--- config.mk ---
export PLATFORM = sky130hd
export DESIGN_NAME = gate_tester
export DESIGN_NICKNAME = d
export VERILOG_FILES = /design/src/rtl/gate_tester.sv
export SDC_FILE = /design/constraint.sdc
export NUM_CORES = 1
export LEC_CHECK = 0
export BUFFER_PORTS_ARGS = -buffer_cell sky130_fd_sc_hd__buf_2
export CORE_UTILIZATION = 58
export CTS_BUF_LIST = sky130_fd_sc_hd__clkbuf_4 sky130_fd_sc_hd__clkbuf_8
export CTS_CLUSTER_DIAMETER = 50
export CTS_CLUSTER_SIZE = 16
export DETAILED_ROUTE_END_ITERATION = 10
export HOLD_SLACK_MARGIN = 0.02
export PLACE_DENSITY = 0.84
export SYNTH_ARGS = -nofsm -noshare
export SYNTH_HDL_FRONTEND = slang
export SYNTH_SLANG_ARGS = --single-unit
export TNS_END_PERCENT = 30
--- constraint.sdc ---
create_clock -name clk -period 3.2 [get_ports clk]
set_clock_uncertainty 0.15 [all_clocks]
set_input_delay 0.48 -clock clk [delete_from_list [all_inputs] [get_ports clk]]
set_output_delay 0.48 -clock clk [all_outputs]
set_load 0.02 [all_outputs]
--- src/rtl/gate_tester.sv ---
// gate_tester: drives all four 2-input vectors into a gate under test and checks o against EXPECT
//   clk, rst_n : clock, synchronous active-low reset
//   start      : run request, honoured only in IDLE
//   i0, i1     : registered stimulus to the gate; o is its combinational response
//   busy, done : run in progress, one-cycle completion pulse
//   pass, err_cnt, fail_vec : results of the last run, held until the next accepted start
module gate_tester #(
  parameter logic [3:0] EXPECT = 4'b0111,
  parameter int SETTLE = 1
) (
  input  logic       clk,
  input  logic       rst_n,
  input  logic       start,
  input  logic       o,
  output logic       i0,
  output logic       i1,
  output logic       busy,
  output logic       done,
  output logic       pass,
  output logic [2:0] err_cnt,
  output logic [3:0] fail_vec
);
  typedef enum logic [1:0] {IDLE, APPLY, DONE} state_t;
  localparam logic [3:0] LAST = 4'(SETTLE - 1);
  state_t state, state_n;
  logic [1:0] idx, idx_n, vec_n;
  logic [3:0] cnt, cnt_n, fv_n;
  logic [2:0] err_n;
  logic pass_n, miss;
  assign miss = o != EXPECT[idx];
  assign busy = state == APPLY;
  assign done = state == DONE;
  always_comb begin
    state_n = state;
    idx_n = idx;
    cnt_n = cnt;
    vec_n = {i1, i0};
    err_n = err_cnt;
    fv_n = fail_vec;
    pass_n = pass;
    case (state)
      IDLE: if (start) begin
        state_n = APPLY;
        idx_n = 2'd0;
        cnt_n = 4'd0;
        vec_n = 2'd0;
        err_n = 3'd0;
        fv_n = 4'd0;
        pass_n = 1'b0;
      end
      APPLY: if (cnt == LAST) begin
        err_n = err_cnt + 3'(miss);
        fv_n = fail_vec | (4'(miss) << idx);
        cnt_n = 4'd0;
        // index 3 wraps to 0, which also returns the stimulus to 00 on completion
        idx_n = idx + 2'd1;
        vec_n = idx + 2'd1;
        if (idx == 2'd3) begin
          state_n = DONE;
          pass_n = err_n == 3'd0;
        end
      end else cnt_n = cnt + 4'd1;
      default: state_n = IDLE;
    endcase
  end
  always_ff @(posedge clk) begin
    if (!rst_n) begin
      state <= IDLE;
      idx <= 2'd0;
      cnt <= 4'd0;
      {i1, i0} <= 2'd0;
      err_cnt <= 3'd0;
      fail_vec <= 4'd0;
      pass <= 1'b0;
    end else begin
      state <= state_n;
      idx <= idx_n;
      cnt <= cnt_n;
      {i1, i0} <= vec_n;
      err_cnt <= err_n;
      fail_vec <= fv_n;
      pass <= pass_n;
    end
  end
endmodule
After elaboration in Yosys (flattened, before gate mapping) --
Index checks and enable logic that the tools add are counted.
Word-level totals: bits in registers 18, memories 0, bits in latches 0, output and inout port bits 12, word-level logic and storage cells 50, memory bits (read-only) 0, memory bits (writable) 0
Operators by class: bitwise gates (word level) 1, multiply operators 0, div/mod/pow operators 0, muxes and demuxes 21, equal/unequal tests 7, reductions and logical operators 8, shift operators 1, add/sub/neg operators 3, magnitude comparators 1
Operators by type and width (count):
- 4-bit one-hot mux with 2 select lines | 2
- 4-bit 2-to-1 mux | 3
- 2-bit 2-to-1 mux | 5
- 2-bit one-hot mux with 2 select lines | 2
- 3-bit 2-to-1 mux | 2
- 3-bit one-hot mux with 2 select lines | 1
- 3-bit AND reduction | 2
- 4-bit by 1-bit adder with 4-bit output (second input constant) | 1
- 2-bit == test (second input constant) | 2
- 4-bit logical NOT | 1
- 1-bit 2-to-1 mux | 4
- 2-bit by 1-bit != test with 1-bit output (second input constant) | 2
- 4-bit OR | 1
- 4-bit AND reduction | 1
- 1-bit by 2-bit left shift with 4-bit output | 1
- 3-bit by 1-bit adder with 3-bit output | 1
- 3-bit logical NOT | 1
- 2-bit by 3-bit less-than comparator with 1-bit output (second input constant) | 1
- 2-bit by 1-bit adder with 2-bit output (second input constant) | 1
- 1-bit binary-select mux with 2-bit select | 1
- 2-bit by 1-bit == test with 1-bit output (second input constant) | 1
- 2-bit logical NOT | 1
- 2-bit != test (second input constant) | 1
- 1-bit one-hot mux with 2 select lines | 1
- other kinds (3) | 3

Logic depth before layout (Yosys ltp) --
word-level depth 8, depth in mapped cells 7, depth with buffers taken out 7

Worst setup path before layout --
Ideal clock, no wire load.
path type reg-to-reg, from reg i1 (netlist name), to reg pass, buffers on the path 0, setup slack 1379 ps, arrival time 1600 ps, period minus slack after synthesis 1821 ps, library setup time 72 ps, stages on the path, launching flop included 8, path through dfxtp_1 > ha_1 > xnor2_1 > ha_1 > ha_1 > nor2_1 > nand4_1 > mux2i_1
RTL lines:
- end signal, assigned | RTL line 82 | pass <= pass_n;
- end, declared | RTL line 19 | output logic pass,

Worst setup path in the final report --
from reg state[0], to out busy
Between the ends: cells in the longest elaborated chain, start to end 1
RTL lines:
- start, declared | RTL line 25 | state_t state, state_n;
- start signal, assigned | RTL line 76 | state <= state_n;
- 2-bit by 1-bit == test with 1-bit output | RTL line 31 | assign busy = state == APPLY;
- end, declared | RTL line 17 | output logic busy,
Every way passes these cells.

==> metrics list <==
- Status: finished, final reports clean
* Unrepaired setup endpoints after global routing: no
* Multi-input gate area in the final layout: 494.2 sq um
- Share of async-settable or async-resettable flops after synthesis: 0%
- dfxtp_1 is the most common cell in the netlist.
* Worst hold path stage count: 2
* Input/output buffers: 15
* Total Routing Usage GR: 28.30%
- The number of hold violations in the final report was 0.
- Entering global routing, the biggest net connects 14 pins.
- Setup TNS: 0 ps
- The clock net in this run drives a total of 16 sinks.
- Post-layout net count: 118
- Static timing analysis puts the maximum clock frequency at 495.1 MHz.
- The via count of the first global-routing pass came to 615.
- STA puts the critical path data required time at 2570 ps.
- TritonCTS built the clock tree.
* Die extent in y: 40.69 microns
* Worst reg2reg setup slack: 1310 ps
- Yosys attributes the largest share of cell area to dfxtp_1, ha_1, nand3_1.
- For this run, the leading register cell type out of synthesis is dfxtp_1.
* Io pins: 16
- Post-CTS timing repair inserted 0 buffers for setup.
- Leakage component of the power: 0.3985 nW
- Clk_lat worst skew: 280 ps
- The worst register-to-register path begins at idx[0]$_SDFFE_PN0P_.
* H-tree depth: 1
- Synthesized flop and latch total: 16
- In the final routed layout, each cell accounts on average for 16.06 microns.
* Endpoint of the most critical register-to-register path: pass$_SDFFE_PN0P_
- Pre-CTS setup slack: 1335 ps
* Maximum fanout along the worst path: 11
- The top cell type by area accounts for 36.89% of the synthesized area.
- The die covers 1656 sq um.
* Clock tree buffer depth: 2
- Summed over all layers, the routed wires come to 1959 microns.
- Dividing the final minimum period by the clock period gives 63.12%.
* Yosys Warn Count: 0
* Number of setup violations in the final report: 0
* Number of DRC violations after detailed routing: 0
* Signal arrival time at the worst endpoint: 1390 ps
- Clock-pin slew was measured on the worst setup and hold paths at 90 ps.
- In this run the horizontal extent of the chip is 40.69 microns.
- The cell area that synthesis handed to floorplanning was 868.3 sq um.
- Total of cells resized after clock tree synthesis: 0
* Detailed Routing Iterations Pass 1: 4
- After floorplanning, the core was divided into 13 placement rows.
- Summed over all instances, the cell type with the most area after synthesis is dfxtp_1.
- Startpoint of the most critical setup path: state[0]$_SDFFE_PN0P_
- Mapped Cells: 94
- In this run the most critical hold path is launched from fail_vec[3]$_SDFFE_PN0P_.
* Layout cell share with drive strength beyond 1: 22.43%
* Number of nets still failing antenna checks after routing: 0
* Seq/Total Area, Yosys: 36.89%
- Cell Pwr Density: 410.7 nW/um^2
* Root buffer cell: clkbuf_4
- Worst supply voltage drop on vdd: 0.3385 mV
* Aggregate global routing overflow: 0
- Antenna diode count: 0
- Across all layers, the routed design uses 787 vias.
- Placeable core region: 1350 sq um
* Commonest cells in the netlist: dfxtp_1, nand3_1, nand2_1
- Detailed-placement wirelength estimate: 1364 microns
* Post-detailed-route via-to-cell ratio: 6.451
- Startpoint class of the critical path: flip-flop
- Crit. End Element: primary output
* Antenna violations before repair: 0
- Max-slew headroom: 66.42%
- WS Path Type: reg -> out
- The detailed router finished its first iteration with 38 violations.
* Filler cell count: 111
- For hold timing, the worst endpoint is fail_vec[3]$_SDFFE_PN0P_.
- For the pin with the worst max-slew slack, the measured transition is 496.9 ps.
* Post-Syn Nets: 103
- GPL Wtd Cong: 0.8840
- Measured in cells, the most critical reg-to-reg path has a length of 7.
* Smallest setup slack after layout: 1180 ps
- The sequential cells in the finished layout cover a total of 320.3 sq um.
* Synthesized area per cell: 9.238 sq um
- Hold WC Path Type: reg -> reg
- Layout overhead on the synthesized area: 8.934%
- Hold Buf Count CTS: 0
- Minimum clock period: 2020 ps
- Clock tree synthesis inserted a total of 3 buffers.
- Library cells used by synthesis: 39
- Number of synthesized flops with an enable pin: 0
- Max-cap check violation count: 0
- At the end of the flow the core is filled with cells to 70.06%.
- Effective utilization at floorplan: 64.32%
* First-pass GRT wire length: 2925 microns
- The number of max-slew violations in the final report came to 0.
cells in the final DEF (no fill, tap or decap), types with 2 or more instances in the layout:
cell type	instances
dfxtp_1	16
buf_2	15
nand3_1	10
nand2_1	6
ha_1	5
nand2b_1	4
nand4_1	4
o31ai_1	4
xnor2_1	3
inv_1	3
nor2_1	3
a31oi_1	3
clkbuf_4	3
a311oi_1	2
a21oi_1	2
nand3b_1	2
mux2i_1	2
stage by stage:
| stage | total power [mW] | hold slack, ps | area [sq um] | cells |
|---|---|---|---|---|
| after global routing | 0.4084 | 350.7 | 945.9 | 122 |
| after global placement | 0.2838 | 302.9 | 923.4 | 119 |
| final | 0.3885 | 318.1 | 945.9 | 122 |
| after CTS | 0.3880 | 321.4 | 945.9 | 122 |
| after detailed placement | 0.2845 | 308.5 | 923.4 | 119 |
| after floorplan | 0.2711 | 359.9 | 868.3 | 94 |
metal layers:
layer  wire (microns)  global-route usage, %  up-vias
met1              857                  34.67      359
met5                0                      0        -
met2              886                  42.46       46
met4               42                  15.83        0
li1                 -                      -      375
met3              172                  10.33        7
area by class of cell:
class | count | share of cell area, %
tap | 15 | 1.984
clock buffer | 3 | 2.381
sequential | 16 | 33.86
inverter | 4 | 1.587
timing repair buffer | 15 | 7.937
multi-input combinational | 69 | 52.25
power by group:
group          internal [mW]  total [mW]  leakage, nW  switching [mW]
registers              0.205       0.215        0.130         0.00953
clock network         0.0437       0.105       0.0138          0.0617
logic                 0.0245      0.0681        0.255          0.0436
total                  0.274       0.389        0.398           0.115
cell families (layout without fill, tap and decap cells):
family                   count (synthesis)  in the layout  share of synthesized area (%)
adder cells (fa/ha/maj)                  5              5                          7.205
XOR/XNOR                                 3              3                          3.026
buffers and inverters                    9             22                          6.195
AND/OR/NAND/NOR                         40             40                          28.10
multiplexers                             2              2                          2.306
flip-flops                              16             16                          36.89
AO/OA/AOI/OAI                           19             19                          16.28
critical path, stage by stage (launching register included):
cell and delay, ps:
dfxtp_1 550, nand2b_1 170, inv_2 190, buf_2 200
how the worst max path moves through the flow:
| stage | endpoint | cells past startpoint | slack [ps] |
|---|---|---|---|
| after global routing | busy | 3 | 1080 |
| final | busy | 3 | 1180 |
| after detailed placement | pass$_SDFFE_PN0P_ | 7 | 1330 |
| after global placement | pass$_SDFFE_PN0P_ | 7 | 1400 |
| after CTS | busy | 3 | 1220 |
| after floorplan | pass$_SDFFE_PN0P_ | 7 | 1380 |
flip-flops by register name (all words and copies together), names as in the netlist:
signal	cells
i1	1
cnt	4
pass	1
state	2
idx	1
fail_vec	4
err_cnt	3
Note: power is estimated with default switching activity, not from simulation.
